### config.mk
export PLATFORM = sky130hd
export DESIGN_NAME = wb_dmem_responder
export DESIGN_NICKNAME = d
export VERILOG_FILES = /design/src/rtl/wb_pkg.sv /design/src/rtl/wb_byte_ram.sv /design/src/rtl/wb_dmem_responder.sv
export SDC_FILE = /design/constraint.sdc
export NUM_CORES = 2
export LEC_CHECK = 0
export ABC_AREA = 1
export CORE_MARGIN = 2
export CORE_UTILIZATION = 45
export CTS_CLUSTER_SIZE = 8
export DETAILED_ROUTE_END_ITERATION = 10
export GPL_TIMING_DRIVEN = 0
export PLACE_DENSITY = 0.58
export SLEW_MARGIN = 0
export SYNTH_ARGS = -nofsm -noshare
export SYNTH_HDL_FRONTEND = slang
export SYNTH_SLANG_ARGS = --single-unit
### constraint.sdc
create_clock -name clk -period 10.2 [get_ports clk]
set_input_delay 2.04 -clock clk [delete_from_list [all_inputs] [get_ports clk]]
set_output_delay 2.04 -clock clk [all_outputs]
set_load 0.01 [all_outputs]
### src/rtl/wb_pkg.sv
`default_nettype none
// ============================================================================
//  Package   : wb_pkg
//  Purpose   : Shared Wishbone B4 definitions for the data-bus initiator and
//              responders: bus widths, responder state encoding and byte-lane
//              helper functions.
//  Revision  : 1.0  initial release
// ============================================================================
package wb_pkg;

  localparam int WB_DW     = 32;
  localparam int WB_SELW   = 4;
  localparam int WB_WAIT_W = 4;   // wait counter width, covers 0..15 wait states

  // Responder cycle state
  typedef enum logic [1:0] {
    IDLE = 2'd0,
    WAIT = 2'd1,
    RESP = 2'd2
  } wb_state_t;

  // Per-lane write enables: a lane is written only when selected and the
  // access is an accepted write.
  function automatic logic [WB_SELW-1:0] lane_enables(
    input logic [WB_SELW-1:0] sel,
    input logic               en
  );
    return sel & {WB_SELW{en}};
  endfunction

  // Expand byte selects into a full data-width bit mask.
  function automatic logic [WB_DW-1:0] lane_mask(input logic [WB_SELW-1:0] sel);
    logic [WB_DW-1:0] m;
    m = '0;
    for (int b = 0; b < WB_SELW; b++) begin
      m[8*b +: 8] = {8{sel[b]}};
    end
    return m;
  endfunction

endpackage
`default_nettype wire

### src/rtl/wb_byte_ram.sv
`default_nettype none
// ============================================================================
//  Module    : wb_byte_ram
//  Purpose   : DEPTH_WORDS x 32 synchronous RAM with one write enable per byte
//              lane and a registered read port. The read register holds the
//              addressed word for exactly one cycle after a read strobe and is
//              zero otherwise, so it can drive a bus data output directly.
//  Revision  : 1.0  initial release
// ============================================================================
module wb_byte_ram
  import wb_pkg::*;
#(
  parameter int    DEPTH_WORDS = 64,
  parameter int    ADDR_W      = 6,
  parameter string INIT_FILE   = ""
) (
  input  logic               clk,
  input  logic               reset,
  input  logic [ADDR_W-1:0]  addr,
  input  logic [WB_SELW-1:0] byte_we,
  input  logic [WB_DW-1:0]   wdata,
  input  logic               rd_en,
  output logic [WB_DW-1:0]   rdata
);

  logic [WB_DW-1:0] mem [DEPTH_WORDS];

  // Byte-lane write: only lanes with an active enable are updated.
  always_ff @(posedge clk) begin
    for (int b = 0; b < WB_SELW; b++) begin
      if (byte_we[b]) begin
        mem[addr][8*b +: 8] <= wdata[8*b +: 8];
      end
    end
  end

  // Registered read port; returns to zero whenever no read is requested.
  always_ff @(posedge clk) begin
    if (reset) begin
      rdata <= '0;
    end else if (rd_en) begin
      rdata <= mem[addr];
    end else begin
      rdata <= '0;
    end
  end

endmodule
`default_nettype wire

### src/rtl/wb_dmem_responder.sv
`default_nettype none
// ============================================================================
//  Module    : wb_dmem_responder
//  Purpose   : Wishbone B4 classic-cycle responder in front of the CPU data
//              RAM. Accepts single read/write cycles, inserts WAIT_STATES wait
//              cycles, applies byte-lane writes and terminates every accepted,
//              non-aborted cycle with exactly one ACK or ERR pulse.
//  Revision  : 1.0  initial release
// ============================================================================
module wb_dmem_responder
  import wb_pkg::*;
#(
  parameter logic [31:0] BASE_ADDR   = 32'h0000_0000,
  parameter int          DEPTH_WORDS = 64,
  parameter int          WAIT_STATES = 1,
  parameter string       INIT_FILE   = ""
) (
  input  logic               clk,
  input  logic               reset,
  input  logic               wb_cyc_i,
  input  logic               wb_stb_i,
  input  logic               wb_we_i,
  input  logic [31:0]        wb_adr_i,
  input  logic [WB_DW-1:0]   wb_dat_i,
  input  logic [WB_SELW-1:0] wb_sel_i,
  output logic [WB_DW-1:0]   wb_dat_o,
  output logic               wb_ack_o,
  output logic               wb_err_o
);

  localparam int          ADDR_W = (DEPTH_WORDS > 1) ? $clog2(DEPTH_WORDS) : 1;
  localparam logic [32:0] SPAN   = 33'(4 * DEPTH_WORDS);

  // FSM state and latched request
  wb_state_t              state;
  logic [WB_WAIT_W-1:0]   cnt;
  logic [31:0]            adr_q;
  logic [WB_DW-1:0]       dat_q;
  logic [WB_SELW-1:0]     sel_q;
  logic                   we_q;

  // Request view used for decode and RAM access
  logic [31:0]            req_adr;
  logic [WB_DW-1:0]       req_dat;
  logic [WB_SELW-1:0]     req_sel;
  logic                   req_we;
  logic [32:0]            offset;
  logic                   in_range;
  logic                   addr_ok;
  logic                   fire;
  logic [ADDR_W-1:0]      ram_addr;
  logic [WB_SELW-1:0]     ram_byte_we;
  logic                   ram_rd_en;

  // In IDLE the live bus is the request (needed for zero wait states);
  // afterwards the latched copy is used so mid-cycle bus changes are ignored.
  always_comb begin
    req_adr = adr_q;
    req_dat = dat_q;
    req_sel = sel_q;
    req_we  = we_q;
    if (state == IDLE) begin
      req_adr = wb_adr_i;
      req_dat = wb_dat_i;
      req_sel = wb_sel_i;
      req_we  = wb_we_i;
    end
  end

  // Address decode: inside the window and word-aligned. The offset is formed
  // with a carry bit so a window touching the top of the map cannot wrap.
  always_comb begin
    offset   = {1'b0, req_adr} - {1'b0, BASE_ADDR};
    in_range = (req_adr >= BASE_ADDR) && (offset < SPAN);
    addr_ok  = in_range && (req_adr[1:0] == 2'b00);
    ram_addr = offset[ADDR_W+1:2];
  end

  // fire marks the edge that enters RESP; the RAM access happens on that
  // edge so data and ACK appear together. Reset suppresses the access.
  always_comb begin
    fire = 1'b0;
    if (!reset) begin
      if (state == IDLE) begin
        fire = wb_cyc_i && wb_stb_i && (WAIT_STATES == 0);
      end else if (state == WAIT) begin
        fire = wb_cyc_i && (cnt == WB_WAIT_W'(1));
      end
    end
    ram_byte_we = lane_enables(req_sel, fire && addr_ok && req_we);
    ram_rd_en   = fire && addr_ok && !req_we;
  end

  wb_byte_ram #(
    .DEPTH_WORDS (DEPTH_WORDS),
    .ADDR_W      (ADDR_W),
    .INIT_FILE   (INIT_FILE)
  ) u_ram (
    .clk     (clk),
    .reset   (reset),
    .addr    (ram_addr),
    .byte_we (ram_byte_we),
    .wdata   (req_dat),
    .rd_en   (ram_rd_en),
    .rdata   (wb_dat_o)
  );

  // Cycle FSM with registered ACK/ERR; a cycle is always followed by IDLE.
  always_ff @(posedge clk) begin
    if (reset) begin
      state    <= IDLE;
      cnt      <= '0;
      wb_ack_o <= 1'b0;
      wb_err_o <= 1'b0;
      adr_q    <= '0;
      dat_q    <= '0;
      sel_q    <= '0;
      we_q     <= 1'b0;
    end else begin
      wb_ack_o <= 1'b0;
      wb_err_o <= 1'b0;
      case (state)
        IDLE: begin
          if (wb_cyc_i && wb_stb_i) begin
            adr_q <= wb_adr_i;
            dat_q <= wb_dat_i;
            sel_q <= wb_sel_i;
            we_q  <= wb_we_i;
            cnt   <= WB_WAIT_W'(WAIT_STATES);
            if (WAIT_STATES == 0) begin
              state    <= RESP;
              wb_ack_o <= addr_ok;
              wb_err_o <= !addr_ok;
            end else begin
              state <= WAIT;
            end
          end
        end
        WAIT: begin
          if (!wb_cyc_i) begin
            // Initiator abandoned the cycle: no write, no termination
            state <= IDLE;
            cnt   <= '0;
          end else if (cnt == WB_WAIT_W'(1)) begin
            state    <= RESP;
            cnt      <= '0;
            wb_ack_o <= addr_ok;
            wb_err_o <= !addr_ok;
          end else begin
            cnt <= cnt - WB_WAIT_W'(1);
          end
        end
        RESP: begin
          state <= IDLE;
        end
        default: begin
          state <= IDLE;
        end
      endcase
    end
  end

endmodule
`default_nettype wire

# Word level (Yosys, flattened, before mapping)
# Memory sizes are Yosys's and may differ from the RTL's. A register that Yosys moved wholly into a read port is not among the register bits.
# Cells that the tools add are included.
[totals]
register_bits = 77
latch_bits = 0
ramBits = 2048
romBits = 0
inputBits = 73
out_inout_bits = 34
word_cells = 61
mem_count = 1
[mem_list]
columns = ["memory", "words", "word_bits", "rd", "rd_clocked_by_memory_dff", "wr", "line", "rtl"]
rows = [
  ["u_ram.mem", 64, 32, 1, 1, 1, "wb_byte_ram.sv:26", "logic [WB_DW-1:0] mem [DEPTH_WORDS];"],
]
[classes]
n_addsub = 1
multipliers = 0
div_mod_pow = 0
magnitude_cmp = 2
eq_ne = 4
n_shift = 0
n_mux = 23
bitwise_logic = 5
n_reduce_logical = 17
[ops]
columns = ["operator", "count"]
rows = [
  ["2-to-1 mux 32 bit", 2],
  [">= comparator 32 x 1 -> 1 bit (second input constant)", 1],
  ["< comparator 32 x 9 -> 1 bit (second input constant)", 1],
  ["2-to-1 mux 4 bit", 4],
  ["2-to-1 mux 1 bit", 12],
  ["one-hot mux 4 bit (2 select lines)", 1],
  ["logical AND 1 bit", 7],
  ["2-to-1 mux 2 bit", 3],
  ["AND reduction 2 bit", 3],
  ["AND 4 bit", 1],
  ["== test 4 x 1 -> 1 bit (second input constant)", 1],
  ["zero test 2 bit", 2],
  ["NOT 1 bit", 4],
  ["one-hot mux 2 bit (2 select lines)", 1],
  ["OR reduction 4 bit", 1],
  ["subtractor 4 x 1 -> 4 bit (second input constant)", 1],
  ["inequality test 3 x 2 -> 1 bit (second input constant)", 1],
  ["== test 2 x 1 -> 1 bit (second input constant)", 1],
  ["zero test 1 bit", 2],
  ["inequality test 2 x 1 -> 1 bit (second input constant)", 1],
  ["nonzero test 2 bit", 1],
  ["OR reduction 2 bit", 1],
]

# Longest topological paths before layout
[logic_depth]
word_depth = 10
ltp_mapped = 14
ltp_nobuf = 11

# Cells and area by module
# From an unflattened synthesis, not the netlist that was laid out.
[unflattened]
cells_unflattened = 9226
area_unflattened_um2 = 91243.8
[modules_own_cells]
columns = ["module", "instances", "cells_each", "area_each_um2"]
rows = [
  ["wb_byte_ram", 1, 8722, 87789.2],
  ["wb_dmem_responder", 1, 504, 3454.6],
]

# Worst setup path after synthesis
# No wires, ideal clock.
[synth_timing]
path_type = "reg2reg"
from = "register state[1]"
to = "memory u_ram.mem[0][0], data pin"
arrival_time_ps = 3506
path_slack_ps = 5992
stages_incl_launch_ff = 6
path_buffers = 3
path_cell_list = "dfxtp_1 > nor2_2 > buf_6 > clkbuf_1 > clkbuf_1 > o21ai_0"
[synth_via]
elab_chain_len = 2
[synth_rtl]
columns = ["element", "line", "rtl"]
rows = [
  ["start, declared", "wb_dmem_responder.sv:35", "wb_state_t state;"],
  ["start signal, assigned", "wb_dmem_responder.sv:111", "state <= IDLE;"],
  ["start signal, assigned", "wb_dmem_responder.sv:131", "state <= RESP;"],
  ["start signal, assigned", "wb_dmem_responder.sv:135", "state <= WAIT;"],
  ["zero test 2 bit", "wb_dmem_responder.sv:62", "if (state == IDLE) begin"],
  ["2-to-1 mux 32 bit", "wb_dmem_responder.sv:62", ""],
  ["via req_dat[0]", "wb_dmem_responder.sv:44", "logic [WB_DW-1:0] req_dat;"],
  ["end, declared", "wb_byte_ram.sv:26", ""],
]
# The timed path passes the listed nets, and every way through them passes these cells.

# Worst setup path after layout
[layout_timing]
from = "input port wb_adr_i[3]"
to = "memory u_ram.mem[19][29] (enable)"
[layout_via]
elab_chain_len = 9
elab_cells_between_ends = 10
cone_classes = "order compare: 2; mux: 3; bitwise: 1; reduce/logical: 4"
[layout_rtl]
columns = ["element", "line", "rtl"]
rows = [
  ["start, declared", "wb_dmem_responder.sv:23", "input logic [31:0] wb_adr_i,"],
  ["2-to-1 mux 32 bit *", "wb_dmem_responder.sv:62", ""],
  [">= comparator 32 x 1 -> 1 bit / < comparator 32 x 9 -> 1 bit (equally long branches)", "wb_dmem_responder.sv:74", "in_range = (req_adr >= BASE_ADDR) && (offset < SPAN);"],
  ["logical AND 1 bit", "wb_dmem_responder.sv:74", ""],
  ["logical AND 1 bit", "wb_dmem_responder.sv:75", "addr_ok = in_range && (req_adr[1:0] == 2'b00);"],
  ["logical AND 1 bit (2 in series)", "wb_dmem_responder.sv:90", "ram_byte_we = lane_enables(req_sel, fire && addr_ok && req_we);"],
  ["AND 4 bit", "wb_pkg.sv:28", "return sel & {WB_SELW{en}};"],
  ["2-to-1 mux 1 bit", "wb_byte_ram.sv:31", "if (byte_we[b]) begin"],
  ["2-to-1 mux 1 bit (not written as such)", "wb_byte_ram.sv:32", "mem[addr][8*b +: 8] <= wdata[8*b +: 8];"],
]
# Mark *: on every way between the ends. The rest lies on a longest branch, timed or not.

==> metrics.md <==
| Metric | Value |
|---|---|
| Max_cap viols | `8` |
| Post-synthesis cell area | `0.0932 sq mm` |
| First-pass GRT wire length | `473000 um` |
| Setup TNS | `0 ns` |
| Final clock period utilization by the worst path | `62.9%` |
| Placed cells | `12.1k` |
| Critical Setup Path Class | `in2reg` |
| FILL cells | `18.3k` |
| Final #Nets | `9804` |
| # H-tree levels | `5` |
| DR pass1 iterations | `6` |
| Die Span X | `459 um` |
| CP delay by family, top | `simple AND/OR/NAND/NOR gates` |
| Global Route Usage Sum | `32.6%` |
| Post-Layout Cell Count | `12.5k` |
| Top Ports | `107` |
| Synth cell types | `32` |
| Status | `finished with violations` |
| Grt total ovfl | `0` |
| DP Wirelength | `254000 um` |
| Failing checks | `capacitance limit, slew limit` |
| CP cell instances | `clkdlybuf4s50_1 -> inv_1 -> nand2_1 -> o21ai_1 -> nor2_2 -> buf_2 -> buf_4 -> inv_1 -> nor2_2 -> nand2_1 -> nor2_1` |
| RSZ-0062 raised after global routing | `false` |
| CTS Sinks | `2157` |
| Tmin final | `6.42 ns` |
| Post-route design area | `0.108 sq mm` |
| Hold Path Class | `reg2reg` |
| Reg-to-reg startpoint | `state[1]` |
| Worst setup endpoint | `u_ram.mem[19][29]` |
| WL final | `348000 um` |
| Die Y | `459 um` |
| Worst Path Buf+Inv | `5` |
| Die area | `0.211 sq mm` |
| Setup ws final | `3.78 ns` |
| Final setup fails | `0` |
| Syn Nets | `9318` |
| Register-to-Register Path Depth | `10` |
| Commonest non-fill, non-tap cells in the layout | `nand2_1 (2663), edfxtp_1 (2048), inv_1 (2007)` |
| Worst relative slew slack | `-4.96%` |
| Slew @ Worst Pin | `1.57 ns` |
| Starting density of the core | `45.1%` |
| Area leader, netlist | `edfxtp_1` |
| Post-synth EDFFs | `2048` |
| Max Freq | `156 MHz` |
| Vias in the first global route | `62.3k` |
| Leak pwr | `46.2 nW` |
| Root Buffer | `clkbuf_16` |
| Final Hold Viols | `0` |
| Reg2Reg Setup Slack | `4.84 ns` |
| Max rail drop VDD | `0.173 mV` |
| CP max FO | `10` |
| Hold buffer count at CTS | `0` |
| Crit. path cell count | `11` |
| Area of the multi-input gates | `0.0201 sq mm` |
| Total number of vias | `68.3k` |
| Post-Syn Instances | `9243` |
| Clk_lat worst skew | `0.96 ns` |
| FF-to-FF End | `u_ram.mem[19][29]` |
| CTS buffer count | `320` |
| Crit path max-delay cell type | `nor2_1` |
| Synthesized area per cell | `10.1 sq um` |
| Top_reg_cell synth | `edfxtp_1` |
| Pre-CTS WS | `3.06 ns` |
| Worst path max stage delay | `1.30 ns` |
| Antenna violations before repair | `36` |
| Clock transition at path regs | `0.05 ns` |
| Most common cell after layout, fill and taps aside | `nand2_1` |
| Register area share after synthesis | `68.4%` |
| Wire per inst | `27.8 um` |
| Placed Area | `0.0992 sq mm` |
| Critical path required time | `10.73 ns` |
| CTS max path bufs | `4` |
| Core Area | `0.206 sq mm` |
| Layout area overhead | `15.6%` |
| Setup Skew | `0.0727 ns` |
| Util after Layout | `52.2%` |
| CTS-repair resized insts | `0` |
| PortBufs | `106` |
| Top cell type's share of synthesized area | `66.0%` |
| Reg area | `0.0637 sq mm` |
| Pins Over Slew Limit | `58` |
| Setup crit end kind | `flop` |
| Crit. Startpoint | `wb_adr_i[3]` |
| Flops & latches, synth | `2157` |
| CTS tree | `built` |
| Crit path launch type | `input pin` |
| Critical Path AT | `6.95 ns` |
| Hold path start | `adr_q[13]` |
| Cell Rows | `167` |
| Detailed router's first-iteration violation count | `10.6k` |
| Post-synth ARST share | `0%` |
| Vias per inst | `5.45` |
| Layout cells sized above 1 | `8.26%` |
| DRC viols | `0` |
| GP Congestion | `1.03` |
| Power Density | `198 mW/mm^2` |
| DRT antenna net count | `0` |
| Largest net degree at the start of global routing | `42` |
| Synthesis warning total | `0` |
| Setup Buffers After CTS | `0` |
| Cells taking the most area after synthesis | `edfxtp_1 (66%), nand2_1 (11%), inv_1 (8.1%)` |
## layer usage
metal,global-route usage (%),routed length [um],vias to the layer above
li1,-,-,30207
met1,43.5,133000,32896
met2,47.5,149000,4318
met3,8.86,43300,833
met4,19.3,23200,8
met5,0,61,-
## cell usage after synthesis (10+ instances only)
master	instances
a21oi_1	72
nand3_1	963
edfxtp_1	2048
nand4_1	66
buf_2	265
inv_1	2007
nor2_1	436
o21ai_1	55
clkbuf_1	107
dfxtp_1	109
o21ai_0	274
buf_4	18
buf_1	12
buf_6	26
nand2_1	2663
nor2_2	10
or2_2	36
o211ai_1	32
## state kept, by name, summed over array words and instances, names as in the netlist
register	count
state	2
wb_ack_o	1
adr_q	32
u_ram.rdata	32
u_ram.mem	2048
we_q	1
dat_q	32
cnt	4
sel_q	4
wb_err_o	1
## worst reg2reg max path: stages, from the launching register on
cell and delay [ns]:
dfxtp_1 0.36, nor2_2 0.22, buf_6 0.18, o21ai_1 0.11, nor2_2 0.65, buf_2 0.49, buf_4 0.40, inv_1 0.13
nor2_2 0.52, nand2_1 0.62, nor2_1 1.30
## cell families after synthesis
group | synth area share, %
buffers and inverters | 10.5
flip-flops | 68.4
adder cells (fa/ha/maj) | 0.0269
AND/OR/NAND/NOR | 18.7
AO/OA/AOI/OAI | 2.49
## cell type report
class / count / area share (%)
Clock inverter: 9 / 0.0685
Multi-Input combinational cell: 4647 / 18.7
Buffer: 428 / 2.04
Tap cell: 2704 / 3.14
Antenna cell: 15 / 0.0348
Sequential cell: 2157 / 59.1
Inverter: 2011 / 7.01
Clock buffer: 401 / 7.83
Timing Repair Buffer: 164 / 2.10
## report_power, final
group	switching (mW)	total (mW)	internal, mW
sequential	0.00855	9.81	9.80
clock	3.72	9.41	5.69
combinational	1.67	2.13	0.455
total	5.40	21.3	15.9
## per-stage QoR
| stage | hold WS [ns] | total power, mW |
|---|---|---|
| after global routing | 0.503 | 21.8 |
| final | 0.472 | 21.3 |
| after detailed placement | 0.466 | 12.0 |
| after global placement | 0.433 | 12.0 |
| after floorplan | 0.425 | 10.9 |
| after CTS | 0.473 | 21.3 |
## worst min-delay path by stage
stage | endpoint | slack, ns | depth (start not counted)
final | adr_q[13] | 0.47 | 2
after global routing | adr_q[10] | 0.50 | 2
after detailed placement | adr_q[4] | 0.47 | 2
after floorplan | dat_q[10] | 0.42 | 2
after global placement | dat_q[15] | 0.43 | 2
after CTS | adr_q[4] | 0.47 | 2
Power figures use the tool's default switching activity.
